===== src/rtl/kms_dispatch.sv =====
// kms_dispatch: turns toggle-signalled host events into mouse counters, OSD strobes and queued CIA keycodes.
// Latency: 1 cycle event->counters/FIFO, +1 to key_strobe; no input backpressure, keycodes into a full FIFO are dropped (err[0]).
module kms_dispatch #(
    parameter int DEPTH       = 8,
    parameter int ACK_TIMEOUT = 4096,
    parameter int GAP_CYCLES  = 64
) (
    input  logic                     clk_sys,
    input  logic                     reset,
    input  logic                     kms_level,
    input  logic [1:0]               kms_type,
    input  logic [7:0]               kms_data,
    input  logic                     key_ack,
    input  logic                     err_clr,
    output logic [7:0]               mouse_x,
    output logic [7:0]               mouse_y,
    output logic [7:0]               key_data,
    output logic                     key_strobe,
    output logic [7:0]               osd_key,
    output logic                     osd_strobe,
    output logic [$clog2(DEPTH):0]   fifo_level,
    output logic                     busy,
    output logic [1:0]               err
);

    localparam int AW   = $clog2(DEPTH);
    localparam int CMAX = (ACK_TIMEOUT > GAP_CYCLES) ? ACK_TIMEOUT : GAP_CYCLES;
    localparam int CW   = $clog2(CMAX + 1);
    localparam logic [AW:0]   FULL_LVL = (AW+1)'(DEPTH);
    localparam logic [CW-1:0] ACK_LOAD = CW'(ACK_TIMEOUT - 1);
    localparam logic [CW-1:0] GAP_LOAD = CW'(GAP_CYCLES - 1);

    typedef enum logic [1:0] {IDLE, WAIT, GAP} state_t;

    state_t        state, state_nxt;
    logic [CW-1:0] cnt, cnt_nxt;
    logic          prev_level, armed, ev;
    logic [7:0]    mem [DEPTH];
    logic [AW-1:0] wr_ptr, rd_ptr;
    logic          full, push, pop, timeout_err;

    assign ev   = armed & (kms_level ^ prev_level);
    assign full = (fifo_level == FULL_LVL);
    assign push = ev & (kms_type == 2'd2) & ~full;
    assign busy = (state != IDLE);

    // The first edge after reset only captures the level, so a toggle that
    // happened while in reset is never replayed.
    always_ff @(posedge clk_sys or posedge reset) begin
        if (reset) begin
            prev_level <= 1'b0;
            armed      <= 1'b0;
        end else begin
            prev_level <= kms_level;
            armed      <= 1'b1;
        end
    end

    always_ff @(posedge clk_sys or posedge reset) begin
        if (reset) begin
            mouse_x    <= 8'h00;
            mouse_y    <= 8'h00;
            osd_key    <= 8'h00;
            osd_strobe <= 1'b0;
        end else begin
            osd_strobe <= ev & (kms_type == 2'd3);
            if (ev) begin
                case (kms_type)
                    2'd0:    mouse_x <= mouse_x + kms_data;
                    2'd1:    mouse_y <= mouse_y + kms_data;
                    2'd3:    osd_key <= kms_data;
                    default: ;
                endcase
            end
        end
    end

    always_ff @(posedge clk_sys) begin
        if (push)
            mem[wr_ptr] <= kms_data;
    end

    // Full is judged on the pre-edge occupancy, so a simultaneous pop does not rescue a write.
    always_ff @(posedge clk_sys or posedge reset) begin
        if (reset) begin
            wr_ptr     <= '0;
            rd_ptr     <= '0;
            fifo_level <= '0;
        end else begin
            if (push)
                wr_ptr <= wr_ptr + 1'b1;
            if (pop)
                rd_ptr <= rd_ptr + 1'b1;
            case ({push, pop})
                2'b10:   fifo_level <= fifo_level + 1'b1;
                2'b01:   fifo_level <= fifo_level - 1'b1;
                default: ;
            endcase
        end
    end

    always_comb begin
        state_nxt   = state;
        cnt_nxt     = cnt;
        pop         = 1'b0;
        timeout_err = 1'b0;
        case (state)
            IDLE: begin
                if (fifo_level != '0) begin
                    pop       = 1'b1;
                    state_nxt = WAIT;
                    cnt_nxt   = ACK_LOAD;
                end
            end
            WAIT: begin
                if (key_ack) begin
                    state_nxt = GAP;
                    cnt_nxt   = GAP_LOAD;
                end else if (cnt == '0) begin
                    timeout_err = 1'b1;
                    state_nxt   = GAP;
                    cnt_nxt     = GAP_LOAD;
                end else begin
                    cnt_nxt = cnt - 1'b1;
                end
            end
            GAP: begin
                if (cnt == '0)
                    state_nxt = IDLE;
                else
                    cnt_nxt = cnt - 1'b1;
            end
            default: state_nxt = IDLE;
        endcase
    end

    always_ff @(posedge clk_sys or posedge reset) begin
        if (reset) begin
            state      <= IDLE;
            cnt        <= '0;
            key_data   <= 8'h00;
            key_strobe <= 1'b0;
        end else begin
            state      <= state_nxt;
            cnt        <= cnt_nxt;
            key_strobe <= pop;
            if (pop)
                key_data <= mem[rd_ptr];
        end
    end

    // A new error on the same edge as err_clr leaves the flag set.
    always_ff @(posedge clk_sys or posedge reset) begin
        if (reset) begin
            err <= 2'b00;
        end else begin
            err[0] <= (ev & (kms_type == 2'd2) & full) | (err[0] & ~err_clr);
            err[1] <= timeout_err | (err[1] & ~err_clr);
        end
    end

endmodule


===== config.mk =====
export PLATFORM = sky130hd
export DESIGN_NAME = kms_dispatch
export DESIGN_NICKNAME = d
export VERILOG_FILES = /design/src/rtl/kms_dispatch.sv
export SDC_FILE = /design/constraint.sdc
export NUM_CORES = 1
export LEC_CHECK = 0
export BUFFER_PORTS_ARGS = -buffer_cell sky130_fd_sc_hd__buf_2
export CAP_MARGIN = 20
export CELL_PAD_IN_SITES_DETAIL_PLACEMENT = 0
export CELL_PAD_IN_SITES_GLOBAL_PLACEMENT = 1
export CORE_MARGIN = 3
export CORE_UTILIZATION = 40
export DETAILED_ROUTE_END_ITERATION = 8
export GPL_ROUTABILITY_DRIVEN = 0
export PLACE_DENSITY_LB_ADDON = 0.1
export SLEW_MARGIN = 20
export SYNTH_ARGS = -nofsm -noshare
export SYNTH_HDL_FRONTEND = slang
export SYNTH_SLANG_ARGS = --single-unit

===== constraint.sdc =====
create_clock -name clk_sys -period 3.2 [get_ports clk_sys]
set_clock_uncertainty 0.05 [all_clocks]
set_input_delay 0.64 -clock clk_sys [delete_from_list [all_inputs] [get_ports clk_sys]]
set_output_delay 0.64 -clock clk_sys [all_outputs]
set_load 0.02 [all_outputs]

==> reports/results.tsv <==
stage	metric	value	unit
routing	viasPerCell	5.16	
synth	synth-warning-count	0	
critical_path	reg2reg_slack	0.63	ns
final_layout	fillCellCount	1311	
critical_path	crit_path_top_delay_cell	or4_1	
clocking	post_cts_resized	0	
clocking	clock-sinks	127	
sta	fin_ws	0.633	ns
sta	setup_tns	0	ns
synth	yosysUniqueCellTypes	54	
placed_design	dpl-instance-area	6530	sq um
power	pwr-share-clk	25.7	%
power	p_sw	0.00255	W
routing	avgRoutedWirePerCell	16.4	um
sta	setup_viol	0	
critical_path	critical_path_class	flop to flop	
critical_path	crit_chain	or4_1, or4_4, a21oi_4, o21ai_0, a22o_1	
min_path	hold_depth	1	
floorplanning	start_util	40.9	%
clocking	clock_latency	0.41	ns
synth	netlist_instances	472	
routing	drc	0	
grt	grt_max_degree	64	
outcome	status	complete, no violations	
synth	yosys-top-cells-area	edfxtp_1, dfrtp_1, mux4_2, ha_1, nand2_1	
power	sw_frac_of_total	37.5	%
synth	synth_area	5970	sq um
synth	ys_seq_area_share	58.6	%
critical_path	cp.required	3.45	ns
clocking	cts_tree	done	
placed_design	dpl.hpwl	8260	um
routing	drt_iter0_markers	160	
final_layout	fin_cells	744	
synth	synth_edf_count	64	
sta	worst_pin_slew	0.845	ns
grt	grt-ovfl-total	0	
clocking	cts_root_buffer	clkbuf_16	
power	pwr-share-comb	38.2	%
sta	fin_crit	2.57	ns
critical_path	cpLargestDelayFamily	simple AND/OR/NAND/NOR gates	
final_layout	n_antenna_cell	0	
clocking	htreeDepth	4	
critical_path	crit_path_start_kind	flop	
placed_design	dp_cells	712	
final_layout	nets	591	
min_path	worstHoldStart	kms_level	
power	power_density	962	nW/um^2
synth	synthFlopType	edfxtp_1	
final_layout	drive_gt1_share	23.4	%
synth	syn_avg_cell_area	12.6	sq um
routing	drt_wl_total	12200	um
critical_path	end_kind	flop	
synth	syn_nets	516	
grt	antenna_found_initial	0	
routing	first_pass_iters	4	
critical_path	critPathMaxStageDelay	0.69	ns
synth	ys_seq_elements	127	
placed_design	io_buffers	55	
critical_path	cp_num_buf_inv	0	
routing	vias	3836	
synth	synth_top_area_share	32.2	%
grt	gr-usage-all-layers	16.1	%
clocking	path_clk_slew	0.06	ns
final_layout	syn_to_final_growth	18.5	%
sta	timing.final.crit_share	80.2	%
floorplanning	core	14600	sq um
grt	grt_first_pass_wirelength	20400	um
power	p_seq_share	36.1	%
floorplanning	fp.dieW	128	um
clocking	cts_setup_buffers	0	
floorplanning	design.die.area	16400	sq um
placed_design	dp_worst_setup_slack	0.301	ns
critical_path	reg2reg_to	cnt[6]	
synth	async_reset_ff_share	49.6	%
synth	yosysTopAreaCell	edfxtp_1	
critical_path	crit_arrival	2.82	ns
power	leakage	2.90	nW
critical_path	critPathMaxFanout	13	
clocking	cts_hold_buf	0	
clocking	clk_path_buf_depth	2	
critical_path	r2r-start	cnt[4]	
sta	rsz0062_at_grt	no	
sta	hold_viol_final	0	
power	ir_drop	0.389	mV
routing	final_antenna_net_count	0	
sta	max_freq	390	MHz
min_path	hold_path.class	primary input to flop	
floorplanning	std_cell_rows	44	
floorplanning	ios	56	
clocking	numCtsBuffers	17	
run	maxCapViolCount	0	
grt	grt_pass1_vias	3928	
final_layout	design_area	7070	sq um
critical_path	ff2ff_path_depth	5	
sta	final_max_slew_viol_count	0	
sta	slew_headroom	43.6	%
floorplanning	die_y	128	um
power	p_int	0.00425	W
min_path	min_to	prev_level	
==> cells by family (layout without fill, tap and decap cells) <==
family / Yosys count / after routing / synth area share [%]
and+or+nand+nor: 140 / 140 / 11.5
adders and majority gates: 29 / 29 / 6.46
DFF: 127 / 127 / 58.6
muxes: 29 / 29 / 8.32
xor gates and xnor gates: 18 / 18 / 2.64
AOI/OAI and AO/OA: 88 / 88 / 9.70
buffers and inverters: 40 / 128 / 2.70
other: 1 / 1 / 0.0628
==> cell usage after synthesis (8+ instances only) <==
master,n
o21ai_0,36
nor3_1,14
edfxtp_1,64
xor2_1,11
inv_1,25
mux4_2,16
ha_1,26
dfrtp_1,63
nand2_1,59
mux2i_1,8
nor2_1,23
clkbuf_1,9
a22o_1,9
==> cells in the final DEF (no fill, tap or decap), types with 3 or more instances in the layout <==
cell type	synthesis	routed
buf_2	3	55
a21oi_1	7	7
clkbuf_16	0	17
inv_1	25	24
a22o_1	9	9
dfrtp_1	63	63
buf_4	0	16
o41ai_1	4	4
nand2b_1	7	7
o31ai_1	5	5
xor2_1	11	11
nor2b_1	3	3
nor2_1	23	23
mux4_2	16	16
o21ai_0	36	36
nand2_1	59	59
nor3b_1	5	5
clkinvlp_4	0	3
inv_6	0	7
a21boi_0	4	4
mux2_2	5	5
o21ai_1	3	3
mux2i_1	8	8
o211ai_1	4	4
nor3_1	14	14
fa_1	3	3
xnor2_1	7	7
or4_1	7	7
nand3_1	7	7
ha_1	26	26
edfxtp_1	64	64
==> layout make-up <==
| type | count | area [sq um] | share of cell area, % |
|---|---|---|---|
| clock buffers | 18 | 429 | 6.07 |
| multi-input cells | 305 | 2320 | 32.7 |
| flip-flops and latches | 127 | 3500 | 49.5 |
| repair buffers | 71 | 395 | 5.59 |
| clock inverters | 14 | 109 | 1.54 |
| inverters | 25 | 93.8 | 1.33 |
| well taps | 184 | 230 | 3.26 |
==> per-layer routing <==
| layer | track usage, % | routed length, um | share of wire, % |
|---|---|---|---|
| met1 | 22.3 | 6030 | 49 |
| met2 | 25.1 | 5540 | 45 |
| met3 | 3.75 | 431 | 3.5 |
| met4 | 5.56 | 205 | 1.7 |
| met5 | 0 | 0 | 0 |
==> how the worst max path moves through the flow <==
| stage | from | endpoint | depth (start not counted) |
|---|---|---|---|
| floorplan | kms_level | fifo_level[3] | 11 |
| global placement | kms_level | fifo_level[3] | 13 |
| detailed placement | kms_level | fifo_level[3] | 13 |
| CTS | cnt[4] | cnt[6] | 5 |
| global route | prev_level | fifo_level[3] | 12 |
| finish | cnt[4] | cnt[6] | 5 |
==> power by group through the flow <==
stage / sequential, W / combinational (W) / clock, W
floorplan: 0.00262 / 0.00178 / 0
global placement: 0.00249 / 0.00257 / 0
detailed placement: 0.00249 / 0.00262 / 0
CTS: 0.00246 / 0.00263 / 0.00181
global route: 0.00253 / 0.00294 / 0.00188
finish: 0.00245 / 0.00260 / 0.00175
==> through the flow <==
| step | total power [W] | utilization (%) | hold slack [ns] |
|---|---|---|---|
| 6_report | 0.00680 | 48.5 | 0.331 |
| 5_1_grt | 0.00735 | 48.5 | 0.322 |
| 4_1_cts | 0.00690 | 48.5 | 0.313 |
| 3_5_place_dp | 0.00511 | 44.8 | 0.403 |
| 3_3_place_gp | 0.00506 | 44.8 | 0.404 |
| 2_1_floorplan | 0.00440 | - | 0.407 |
==> flip-flops by register name (all words and copies together) (netlist names) <==
register    cells
err             2
key_data        8
prev_level      1
key_strobe      1
mem            64
cnt            13
osd_strobe      1
state           2
mouse_y         8
fifo_level      4
rd_ptr          3
osd_key         8
armed           1
wr_ptr          3
mouse_x         8
(Power assumes the default switching activity.)
